$ cat src/rtl/instr_fetch_aligner_pkg.sv
// Shared sizing constants and helpers for the instruction fetch aligner.
// Byte-granular quantities are in bytes, widths in bits.
package instr_fetch_aligner_pkg;

   localparam int IFA_DEPTH   = 16;
   localparam int IFA_PTR_W   = 4;
   localparam int INSTR_BYTES = 5;
   localparam int FETCH_BYTES = 4;
   localparam int INSTR_W     = 40;
   localparam int FETCH_W     = 32;

   // Decoder may retire 1..5 bytes; anything else is treated as no retire.
   function automatic logic valid_len(input logic [2:0] len);
      return (len != 3'd0) && (len <= 3'd5);
   endfunction

endpackage

$ cat src/rtl/instr_fetch_aligner_byte_queue.sv
// Circular byte storage: 4-byte aligned write port and a 5-byte wrapped read port.
// Storage is deliberately not reset; the top masks bytes beyond the valid count.
module byte_queue
   import instr_fetch_aligner_pkg::*;
#(
   parameter int DEPTH = IFA_DEPTH,
   parameter int PTR_W = IFA_PTR_W
) (
   input  logic               clk_i,
   input  logic               wr_en_i,
   input  logic [PTR_W-1:0]   wr_ptr_i,
   input  logic [FETCH_W-1:0] wr_data_i,
   input  logic [PTR_W-1:0]   rd_ptr_i,
   output logic [INSTR_W-1:0] rd_data_o
);

   logic [7:0] mem_q [DEPTH];

   always_ff @(posedge clk_i) begin
      if (wr_en_i) begin
         for (int i = 0; i < FETCH_BYTES; i++) begin
            mem_q[wr_ptr_i + PTR_W'(i)] <= wr_data_i[8*i +: 8];
         end
      end
   end

   // Oldest byte lands in the most significant lane of the window.
   for (genvar k = 0; k < INSTR_BYTES; k++) begin : g_rd
      assign rd_data_o[INSTR_W-1-8*k -: 8] = mem_q[rd_ptr_i + PTR_W'(k)];
   end

endmodule

$ cat src/rtl/instr_fetch_aligner.sv
// Fetch-word to instruction-register aligner: queues 32-bit fetch words as bytes and
// presents the oldest five as a 40-bit window the decoder retires 1..5 bytes at a time.
module instr_fetch_aligner
   import instr_fetch_aligner_pkg::*;
#(
   parameter int DEPTH = IFA_DEPTH,
   parameter int PTR_W = IFA_PTR_W
) (
   input  logic               clk_i,
   input  logic               rst_i,
   input  logic               flush_i,
   input  logic               fetch_valid_i,
   input  logic [FETCH_W-1:0] fetch_data_i,
   output logic               fetch_ready_o,
   output logic [INSTR_W-1:0] ir_wdata_o,
   output logic               ir_we_o,
   output logic [2:0]         win_bytes_o,
   input  logic               consume_i,
   input  logic [2:0]         consume_len_i
);

   localparam logic [PTR_W:0] CNT_PUSH_MAX = (PTR_W+1)'(DEPTH - FETCH_BYTES);
   localparam logic [PTR_W:0] CNT_WIN      = (PTR_W+1)'(INSTR_BYTES);

   logic [PTR_W-1:0]   rd_ptr_q, rd_ptr_d;
   logic [PTR_W-1:0]   wr_ptr_q, wr_ptr_d;
   logic [PTR_W:0]     count_q, count_d;
   logic               push, pop;
   logic [PTR_W:0]     push_amt, pop_amt;
   logic [INSTR_W-1:0] raw_win;

   assign fetch_ready_o = (count_q <= CNT_PUSH_MAX);
   assign ir_we_o       = (count_q >= CNT_WIN) & ~flush_i;
   assign win_bytes_o   = (count_q >= CNT_WIN) ? 3'd5 : count_q[2:0];

   assign push = fetch_valid_i & fetch_ready_o;
   assign pop  = consume_i & ir_we_o & valid_len(consume_len_i);

   // A word offered during a flush is dropped, so it must not touch storage either.
   byte_queue #(
      .DEPTH (DEPTH),
      .PTR_W (PTR_W)
   ) u_byte_queue (
      .clk_i     (clk_i),
      .wr_en_i   (push & ~flush_i),
      .wr_ptr_i  (wr_ptr_q),
      .wr_data_i (fetch_data_i),
      .rd_ptr_i  (rd_ptr_q),
      .rd_data_o (raw_win)
   );

   always_comb begin
      ir_wdata_o = '0;
      for (int k = 0; k < INSTR_BYTES; k++) begin
         if (count_q > (PTR_W+1)'(k)) begin
            ir_wdata_o[INSTR_W-1-8*k -: 8] = raw_win[INSTR_W-1-8*k -: 8];
         end
      end
   end

   always_comb begin
      push_amt = push ? (PTR_W+1)'(FETCH_BYTES) : '0;
      pop_amt  = pop ? (PTR_W+1)'(consume_len_i) : '0;
      rd_ptr_d = rd_ptr_q;
      wr_ptr_d = wr_ptr_q;
      count_d  = count_q + push_amt - pop_amt;
      if (pop) begin
         rd_ptr_d = rd_ptr_q + PTR_W'(consume_len_i);
      end
      if (push) begin
         wr_ptr_d = wr_ptr_q + PTR_W'(FETCH_BYTES);
      end
      if (flush_i) begin
         rd_ptr_d = '0;
         wr_ptr_d = '0;
         count_d  = '0;
      end
   end

   always_ff @(posedge clk_i or posedge rst_i) begin
      if (rst_i) begin
         rd_ptr_q <= '0;
         wr_ptr_q <= '0;
         count_q  <= '0;
      end else begin
         rd_ptr_q <= rd_ptr_d;
         wr_ptr_q <= wr_ptr_d;
         count_q  <= count_d;
      end
   end

endmodule
$ cat config.mk
export PLATFORM = sky130hd
export DESIGN_NAME = instr_fetch_aligner
export DESIGN_NICKNAME = d
export VERILOG_FILES = /design/src/rtl/instr_fetch_aligner_pkg.sv /design/src/rtl/instr_fetch_aligner_byte_queue.sv /design/src/rtl/instr_fetch_aligner.sv
export SDC_FILE = /design/constraint.sdc
export NUM_CORES = 1
export LEC_CHECK = 0
export ABC_AREA = 1
export CAP_MARGIN = 20
export CORE_MARGIN = 5
export CORE_UTILIZATION = 37
export DETAILED_ROUTE_END_ITERATION = 12
export PLACE_DENSITY = 0.55
export SLEW_MARGIN = 20
export SYNTH_ARGS = -nofsm -noshare
export SYNTH_HDL_FRONTEND = slang
export SYNTH_SLANG_ARGS = --single-unit
$ cat constraint.sdc
create_clock -name clk_i -period 6.2 [get_ports clk_i]
set_input_delay 1.55 -clock clk_i [delete_from_list [all_inputs] [get_ports clk_i]]
set_output_delay 1.55 -clock clk_i [all_outputs]
set_load 0.005 [all_outputs]
* Yosys cells after proc, flatten, opt, wreduce, memory -nomap -nowiden *
Memories as Yosys holds them, arrays and structs flattened.
Cells that the tools add are included.

storage, ports and cells
  memories kept = 1
  memory bits (writable) = 128
  flip-flop bits (word level) = 13
  output and inout bits = 45

cells by class
  magnitude comparators = 8
  muxes and demuxes = 15
  reductions and logical operators = 4
  add/sub/neg operators = 11
  bitwise logic cells = 6

memories
  memory              depth  bits a word  rd ports  clocked after memory_dff  write ports  line                                  RTL
  u_byte_queue.mem_q  16     8            5         0                         4            instr_fetch_aligner_byte_queue.sv:17  logic [7:0] mem_q [DEPTH];

operators with widths
  operator               count
  $mux W8                5
  $add A4 B2 Y4 const B  4
  $mux W4                4
  $gt A5 B1 Y1 const B   2
  $gt A5 B2 Y1 const B   2
  $mux W3                3
  $add A4 B1 Y4 const B  2
  $add A4 B3 Y4 const B  2
  $add A5 B3 Y5          1
  $and A1 B1 Y1          5
  $ge A5 B3 Y1 const B   1
  $gt A5 B3 Y1 const B   1
  $le A5 B4 Y1 const B   1
  $mux W5                1
  $sub A5 B3 Y5          1
  $add A4 B3 Y4          1
  $reduce_bool A2 Y1     2
  $le A3 B3 Y1 const B   1
  $reduce_bool A3 Y1     1
  $mux W1                2
  $logic_and A1 B1 Y1    1
  $not A1 Y1             1

* Depth between registers and ports, before layout *
Gate-level depths: netlist of run 1.

  word-level depth = 7
  gate-level depth with buffers = 17
  mapped depth without buffers = 17

* Cells and area by module *
A second synthesis of run 1 with hierarchy kept.

second synthesis, totals
  cells, all modules = 2,515
  area total of the unflattened synthesis = 15,082.0 um2

by module, submodules not included
  module               area each (um2)  sequential area each (um2)  cells each  instances
  byte_queue           13,761.9         3,843.7                     2,308       1
  instr_fetch_aligner  1,320.0          275.3                       207         1

* Worst setup path after synthesis of run 1 *
Ideal clock, no wire load.

  path type = register to output
  start = reg rd_ptr_q[1]
  end = out ir_wdata_o[16]
  stages on the path, launching flop included = 13
  path buffers = 5
  data required time = 4.650 ns
  path slack = 2.449 ns
  data arrival time = 2.201 ns
  cell sequence = dfrtp_1 -> buf_2 -> inv_2 -> buf_2 -> buf_2 -> ha_1 -> clkbuf_1 -> inv_1 -> clkbuf_1 -> nand3_1 -> nand3_1 -> nand2_1 -> nor2_1

between the ends
  cells in the longest elaborated chain, start to end = 3

ends and longest elaborated chain
  what                    line                                  RTL
  from (decl)             instr_fetch_aligner.sv:25             logic [PTR_W-1:0] rd_ptr_q, rd_ptr_d;
  from (signal assigned)  instr_fetch_aligner.sv:86             rd_ptr_q <= rd_ptr_d;
  $add A4 B2 Y4           instr_fetch_aligner_byte_queue.sv:29  assign rd_data_o[INSTR_W-1-8*k -: 8] = mem_q[rd_ptr_i + PTR_W'(k)];
  $mem_v2 Z16 W8          n/a
  $mux W8                 instr_fetch_aligner.sv:55             if (count_q > (PTR_W+1)'(k)) begin
  to (decl)               instr_fetch_aligner.sv:15             output logic [INSTR_W-1:0] ir_wdata_o,

No other way between the ends.

* Worst setup path in the final report of run 1 *
  start = reg rd_ptr_q[1]
  end = out ir_wdata_o[24]

between the ends
  cells in the longest elaborated chain, start to end = 3

ends and longest elaborated chain
  what            line
  $add A4 B1 Y4   instr_fetch_aligner_byte_queue.sv:29
  $mem_v2 Z16 W8  n/a
  $mux W8         instr_fetch_aligner.sv:55

No other way between the ends.

==> parameters.txt, run 1 <==
Parameter                              Value

Status
  Result of the run    complete, no violations

Setup path
  Highest net fanout along the worst path    29
  Register-to-register setup slack    3.01 ns
  Critical path startpoint category    register
  Crit Reg-Reg Startpoint    count_q[4]
  Critical register-to-register path endpoint    count_q[3]
  Data arrival at the endpoint of the critical path    3.95 ns
  Worst Reg2Reg Path Length in Cells    14
  Path type of the worst setup path    register to primary output
  Required time of the critical path    4.65 ns
  Capturing element type of the critical path    primary output

Drt
  Final wirelength    42.7 mm
  Total via count in the routed design    11.2k
  Iter 0 DRT Violations    1523
  WL per Instance    21.9 microns
  DRC    0
  Antenna viol nets, final    0
  First drt pass iteration count    6
  Drt via density    5.73

Synthesis
  Number of warnings printed during yosys synthesis    0
  Mapped Area    10400 sq um
  Number of synthesized register bits    139
  Basic-gate share of the synthesized area counting and, or, nand and nor cells    50.1%
  Async set or reset register ratio after synthesis    7.91%
  Xor and xnor fraction of the mapped netlist area    0.326%
  Post-synthesis cell count    1535
  Most instantiated cells after synthesis    550 x sky130_fd_sc_hd__nand2_1, 498 x sky130_fd_sc_hd__nand3_1, 147 x sky130_fd_sc_hd__nor2_1
  Top-count cell post-synth    sky130_fd_sc_hd__nand2_1
  Area share of the largest cell type after synthesis    37.1%
  Distinct cell type count after synthesis    27
  Synthesized area divided by synthesized cell count    6.76 sq um
  Largest family of logic cells by synthesized area    simple AND/OR/NAND/NOR gates
  Dominant register cell in the synthesized netlist    sky130_fd_sc_hd__edfxtp_1
  Synth Area in Compound Gates    0.651%
  Synth area leader    sky130_fd_sc_hd__edfxtp_1
  Mux contribution to synthesized area    0%
  Share of the yosys chip area belonging to registers    39.7%
  Synth Net Count    1597
  Adder and majority gate portion of the synthesized area    2.87%
  EDFF count, synth    128
  Top cells by area, synth    sky130_fd_sc_hd__edfxtp_1 37%, sky130_fd_sc_hd__nand3_1 24%, sky130_fd_sc_hd__nand2_1 20%

Floorplanning
  Starting utilization of the core area    37.4%
  Total I/O pin count    85
  Height of the chip    177 microns
  Width of the chip    177 microns
  Area of the core    27700 sq um
  Std-Cell Rows    61
  Area of the die    31500 sq um

STA
  Post-route fraction of the period consumed by the critical path    88.7%
  Highest clock frequency the design can meet    0.182 GHz
  Hold violation count in the final report    0
  Headroom to the max-slew limit    20.2%
  Number of slew-limit violations in the final report    0
  Clock tree skew after final layout    0.0139 ns
  Sum of negative setup slack    0 ns
  Time the worst path needs with I/O delays and setup    5.50 ns
  Actual transition at the worst max-transition pin    1.20 ns
  RSZ-0062 raised after global routing    false
  Final WS setup    0.702 ns
  Final Setup Violations    0

Clocking
  Post_cts resized    0
  Number of sinks driven by the clock tree    139
  Clock buffer count from CTS    17
  Number of buffers inserted by hold repair at cts    0
  Htree depth    4
  Clock tree from TritonCTS    done
  Post-CTS repair timing setup buffer count    0
  Worst-path clk slew    0.07 ns
  Source-to-sink clock delay at the later pin of the worst-skew pair    0.43 ns
  Clock tree root driver cell    sky130_fd_sc_hd__clkbuf_16
  Max Buffers Root-to-Sink    2

Placed design
  Final HPWL from detailed placement    30.1 mm
  DP Worst Slack    1.30 ns
  Number of port buffers    84
  Global placer's final weighted congestion    0.932

Run
  Number of max-cap violations    0

Global route
  Global-route congestion overflow total    0
  Number of antenna violations at the first check in global routing    1
  Largest net degree at the start of global routing    95
  Vias in the first global route    9971
  Global-route wire length before repair    62.7 mm
  Global Route Usage Sum    26.8%

Finish
  Synthesis-to-finish area growth    16.0%
  Layout cells sized above 1    4.26%
  Net count, final    1620
  Antenna diode count    0

Worst hold path
  WHS Path Cells    2
  Hold-critical path endpoint    wr_ptr_q[3]
  Worst min path class    register to register
  Startpoint of the lowest-slack hold path    wr_ptr_q[3]

Power and ir drop
  Leakage power of the design    5.28 nW
  Maximum ir drop on the vdd rail    0.187 mV
  Pwr dens    371 nW/um^2
## critical path, cell delays in order (launching register included)
cell and delay, ns:
sky130_fd_sc_hd__dfrtp_2 0.71, sky130_fd_sc_hd__ha_1 0.31, sky130_fd_sc_hd__nand2_1 0.10, sky130_fd_sc_hd__xor2_2 0.69, sky130_fd_sc_hd__inv_1 0.57, sky130_fd_sc_hd__nand3_1 0.26, sky130_fd_sc_hd__nand2_1 0.08, sky130_fd_sc_hd__nor2_1 0.21
sky130_fd_sc_hd__clkdlybuf4s50_1 0.56
## area by class of cell
cell class	instances	area, sq um
Inverter	50	189
Multi-Input combinational cell	1245	5610
Fill cell	2881	15700
Timing Repair Buffer	105	998
Tap cell	378	473
Clock inverter	14	205
Clock buffer	18	429
Sequential cell	139	4120
## flip-flops by register name, summed over array words and instances, names as in the netlist
signal	flops
count_q	5
rd_ptr_q	4
u_byte_queue.mem_q	128
wr_ptr_q	2
## cell usage in the layout, fill, tap and decap left out, types with 2 or more instances in the layout
master,synthesis,layout
sky130_fd_sc_hd__edfxtp_1,128,128
sky130_fd_sc_hd__bufinv_16,0,4
sky130_fd_sc_hd__buf_4,3,21
sky130_fd_sc_hd__ha_1,19,17
sky130_fd_sc_hd__nand4_1,6,6
sky130_fd_sc_hd__nor2_2,1,3
sky130_fd_sc_hd__nand2_1,550,550
sky130_fd_sc_hd__clkbuf_16,0,17
sky130_fd_sc_hd__nor3_1,2,2
sky130_fd_sc_hd__dfrtp_1,11,9
sky130_fd_sc_hd__clkinv_2,0,2
sky130_fd_sc_hd__inv_6,0,7
sky130_fd_sc_hd__ha_2,0,2
sky130_fd_sc_hd__nor2_1,147,145
sky130_fd_sc_hd__o21ai_0,8,8
sky130_fd_sc_hd__nand3_1,498,498
sky130_fd_sc_hd__fa_1,3,3
sky130_fd_sc_hd__inv_1,47,46
sky130_fd_sc_hd__a21oi_1,4,4
sky130_fd_sc_hd__clkdlybuf4s50_1,0,84
sky130_fd_sc_hd__inv_2,2,2
## worst max path at each step
stage / startpoint / endpoint / slack (ns) / depth (start not counted)
after floorplan: rd_ptr_q[1] / ir_wdata_o[16] / 2.45 / 12
after global placement: rd_ptr_q[1] / ir_wdata_o[24] / 1.33 / 8
after detailed placement: rd_ptr_q[1] / ir_wdata_o[31] / 1.30 / 8
after CTS: rd_ptr_q[1] / ir_wdata_o[20] / 0.83 / 8
after global routing: rd_ptr_q[1] / ir_wdata_o[20] / 0.69 / 8
final: rd_ptr_q[1] / ir_wdata_o[24] / 0.70 / 8
## where the power goes
part	total [mW]	switching, mW	internal, mW
sequential	1.19	0.0806	1.11
clock	1.13	0.444	0.685
combinational	2.14	1.37	0.777
total	4.46	1.89	2.58
## per-layer routing
layer  track usage [%]  wire, microns
met1              39.4          18600
met2              39.1          17700
met3              6.07           5000
met4              8.51           1350
met5                 0             14
## cells by family (layout without fill, tap and decap cells)
| group | after synthesis | in the layout |
|---|---|---|
| simple gates | 1207 | 1207 |
| buf+inv | 151 | 187 |
| fa+ha+maj | 22 | 22 |
| xor+xnor | 3 | 3 |
| compound gates | 13 | 13 |
| flops | 139 | 139 |
## stage by stage
| stage | instance area, sq um | utilization, % | total power, mW | hold WS (ns) | std cells |
|---|---|---|---|---|---|
| 3_3_place_gp | 11400 | 41.1 | 3.32 | 0.608 | 1917 |
| 3_5_place_dp | 11400 | 41.1 | 3.32 | 0.627 | 1917 |
| 4_1_cts | 12000 | 43.4 | 4.44 | 0.643 | 1949 |
| 5_1_grt | 12000 | 43.4 | 4.72 | 0.680 | 1949 |
| 2_1_floorplan | 10400 | - | 2.38 | 0.575 | 1535 |
| 6_report | 12000 | 43.4 | 4.46 | 0.633 | 1949 |
No activity file was read; power rests on OpenSTA's default activity.
==> run 2, diff against run 1 <==
--- a/config.mk
+++ b/config.mk
@@ -10,8 +10,8 @@
 export CORE_MARGIN = 5
 export CORE_UTILIZATION = 37
 export DETAILED_ROUTE_END_ITERATION = 12
-export PLACE_DENSITY = 0.55
-export SLEW_MARGIN = 20
+export PLACE_DENSITY = 0.65
+export SLEW_MARGIN = 30
 export SYNTH_ARGS = -nofsm -noshare
 export SYNTH_HDL_FRONTEND = slang
 export SYNTH_SLANG_ARGS = --single-unit
==> run 2 against run 1 <==
Against the previous run: wire length down 6.7%; clock power about the same; clock skew down 0.0083 ns; via count down 0.54%; non-clock buffer count down 3.
==> parameters.txt, run 2 (synthesis gave the netlist of run 1 again) <==
Parameter                              Value

Global route
  Number of antenna violations at the first check in global routing    1 (unchanged)
  Vias in the first global route    9354 (was 9971)
  Global Route Usage Sum    24.9% (was 26.8%)
  Largest net degree at the start of global routing    83 (was 95)
  Global-route congestion overflow total    0 (unchanged)
  Global-route wire length before repair    59.5 mm (was 62.7 mm)

Run
  Number of max-cap violations    0 (unchanged)

Setup path
  Highest net fanout along the worst path    68 (was 29)
  Max incr delay on CP    0.69 ns (was 0.71 ns)
  Critical path startpoint category    register (unchanged)
  Capturing element type of the critical path    primary output (unchanged)
  Ordered list of cells on the worst path    clkinv_2 > buf_4 > buf_4 > nand2_1 > nand3_1 > nand3_1 > nand3_1 > nand2_1 > nor2_1 > clkdlybuf4s50_1 (was ha_1 > nand2_1 > xor2_2 > inv_1 > nand3_1 > nand2_1 > nor2_1 > clkdlybuf4s50_1)
  Required time of the critical path    4.65 ns (about the same)
  Critical path's slowest cell    sky130_fd_sc_hd__dfrtp_4 (was sky130_fd_sc_hd__dfrtp_2)
  Path type of the worst setup path    register to primary output (unchanged)
  Gate family responsible for the most delay along the worst path    buffers and inverters (unchanged)
  Buffer and inverter count on the worst path    4 (was 2)
  Data arrival at the endpoint of the critical path    3.91 ns (was 3.95 ns)
  Crit-path most repeated cell    sky130_fd_sc_hd__nand3_1 (was sky130_fd_sc_hd__nand2_1)

Finish
  Sequential cell area    4120 sq um (unchanged)
  Net count, final    1617 (was 1620)
  Synthesis-to-finish area growth    16.2% (was 16.0%)
  Most frequent standard cell in the layout excluding fill and tap cells    sky130_fd_sc_hd__nand2_1 (unchanged)
  Biggest register    u_byte_queue.mem_q (unchanged)
  Area of combinational cells with multiple inputs    5630 sq um (was 5610 sq um)
  Registers with the highest flip-flop counts    u_byte_queue.mem_q (128), count_q (5), rd_ptr_q (4) (unchanged)
  Max reg flops    128 (unchanged)
  Commonest cells after routing, fill and taps aside    550 x sky130_fd_sc_hd__nand2_1, 498 x sky130_fd_sc_hd__nand3_1, 147 x sky130_fd_sc_hd__nor2_1 (was 550 x sky130_fd_sc_hd__nand2_1, 498 x sky130_fd_sc_hd__nand3_1, 145 x sky130_fd_sc_hd__nor2_1)
  Antenna diode count    0 (unchanged)
  Layout cells sized above 1    4.15% (was 4.26%)
  Total of fill cells in the finished design    2789 (was 2881)

Floorplanning
  Width of the chip    177 microns (unchanged)
  Area of the die    31500 sq um (unchanged)
  Height of the chip    177 microns (unchanged)
  Std-Cell Rows    61 (unchanged)
  Area of the core    27700 sq um (unchanged)
  Starting utilization of the core area    37.4% (unchanged)
  Total I/O pin count    85 (unchanged)

Drt
  First drt pass iteration count    6 (unchanged)
  Iter 0 DRT Violations    2089 (was 1523)
  Final wirelength    39.8 mm (was 42.7 mm)
  WL per Instance    20.5 microns (was 21.9 microns)
  Antenna viol nets, final    0 (unchanged)
  Drt via density    5.72 (was 5.73)
  Total via count in the routed design    11.1k (was 11.2k)
  DRC    0 (unchanged)

STA
  Time the worst path needs with I/O delays and setup    5.46 ns (was 5.50 ns)
  Hold violation count in the final report    0 (unchanged)
  RSZ-0062 raised after global routing    false (unchanged)
  Clock tree skew after final layout    0.00560 ns (was 0.0139 ns)
  Final Setup Violations    0 (unchanged)
  Sum of negative setup slack    0 ns (unchanged)
  Highest clock frequency the design can meet    0.183 GHz (was 0.182 GHz)
  Actual transition at the worst max-transition pin    1.02 ns (was 1.20 ns)
  Final WS setup    0.736 ns (was 0.702 ns)
  Number of slew-limit violations in the final report    0 (unchanged)
  Headroom to the max-slew limit    32.1% (was 20.2%)
  Post-route fraction of the period consumed by the critical path    88.1% (was 88.7%)

Clocking
  Clock buffer count from CTS    17 (unchanged)
  Max Buffers Root-to-Sink    2 (unchanged)
  Htree depth    4 (unchanged)
  Clock tree root driver cell    sky130_fd_sc_hd__clkbuf_16 (unchanged)
  Worst-path clk slew    0.06 ns (was 0.07 ns)
  Source-to-sink clock delay at the later pin of the worst-skew pair    0.41 ns (was 0.43 ns)
  Number of sinks driven by the clock tree    139 (unchanged)
  Clock tree from TritonCTS    done (unchanged)
  Number of buffers inserted by hold repair at cts    0 (unchanged)
  Post-CTS repair timing setup buffer count    0 (unchanged)
  Post_cts resized    0 (unchanged)

Power and ir drop
  Pwr dens    369 nW/um^2 (was 371 nW/um^2)
  Maximum ir drop on the vdd rail    0.203 mV (was 0.187 mV)
  Leakage power of the design    5.25 nW (was 5.28 nW)

Placed design
  Number of port buffers    84 (unchanged)
  Final HPWL from detailed placement    28.4 mm (was 30.1 mm)
  Global placer's final weighted congestion    0.941 (was 0.932)
  DP Worst Slack    1.34 ns (was 1.30 ns)

Status
  Result of the run    complete, no violations (unchanged)

Worst hold path
  Worst min path class    register to register (unchanged)
==> run 2: area by class of cell <==
class | count | share of cell area, %
repair buffers | 102 | 8.20
multi-input cells | 1245 | 46.7
inverters | 50 | 1.58
clock inverters | 13 | 1.85
clock buffers | 17 | 3.53
flip-flops and latches | 139 | 34.2
well taps | 378 | 3.92
==> run 2: layer usage <==
metal / share of wire (%) / global-route usage [%]
met1: 43 / 39.6
met4: 1.4 / 5.12
met2: 42 / 35.2
met5: 0.050 / 0
met3: 14 / 4.45
==> run 2: report_power, final <==
| group | switching, mW | internal [mW] | total, mW |
|---|---|---|---|
| clock | 0.392 | 0.748 | 1.14 |
| combinational | 1.32 | 0.780 | 2.10 |
| sequential | 0.0849 | 1.11 | 1.20 |
==> run 2: through the flow <==
step | power [mW] | util, % | instances | cell area (sq um) | hold WS (ns)
CTS | 4.41 | 43.5 | 1944 | 12000 | 0.626
floorplan | 2.38 | - | 1535 | 10400 | 0.575
detailed placement | 3.28 | 41.1 | 1914 | 11400 | 0.619
global route | 4.69 | 43.5 | 1944 | 12100 | 0.707
finish | 4.44 | 43.5 | 1944 | 12100 | 0.635
global placement | 3.24 | 41.0 | 1913 | 11400 | 0.599
==> run 2: worst paths after layout <==
kind | slack, ns | cells after the start | from | end
max | 0.74 | 10 | rd_ptr_q[0] | ir_wdata_o[23]
min | 0.63 | 2 | wr_ptr_q[3] | wr_ptr_q[3]
max reg2reg | 3.00 | 14 | count_q[3] | count_q[3]
min reg2reg | 0.63 | 2 | wr_ptr_q[3] | wr_ptr_q[3]
max in group asynchronous | 4.36 | 2 | rst_i | rd_ptr_q[0]
min in group asynchronous | 1.46 | 2 | rst_i | rd_ptr_q[3]
==> run 2: worst register-to-register path, cell delays in order (launching register included) <==
cell	delay (ns)
sky130_fd_sc_hd__dfrtp_1	0.47
sky130_fd_sc_hd__inv_1	0.14
sky130_fd_sc_hd__ha_1	0.29
sky130_fd_sc_hd__nand2_1	0.08
sky130_fd_sc_hd__nor2_1	0.11
sky130_fd_sc_hd__nor2_1	0.08
sky130_fd_sc_hd__inv_1	0.07
sky130_fd_sc_hd__nand2_1	0.07
sky130_fd_sc_hd__nor2_1	0.28
sky130_fd_sc_hd__inv_1	0.10
sky130_fd_sc_hd__nor2_1	0.20
sky130_fd_sc_hd__fa_1	0.50
sky130_fd_sc_hd__fa_1	0.45
sky130_fd_sc_hd__xor2_1	0.18
sky130_fd_sc_hd__nor2_1	0.05
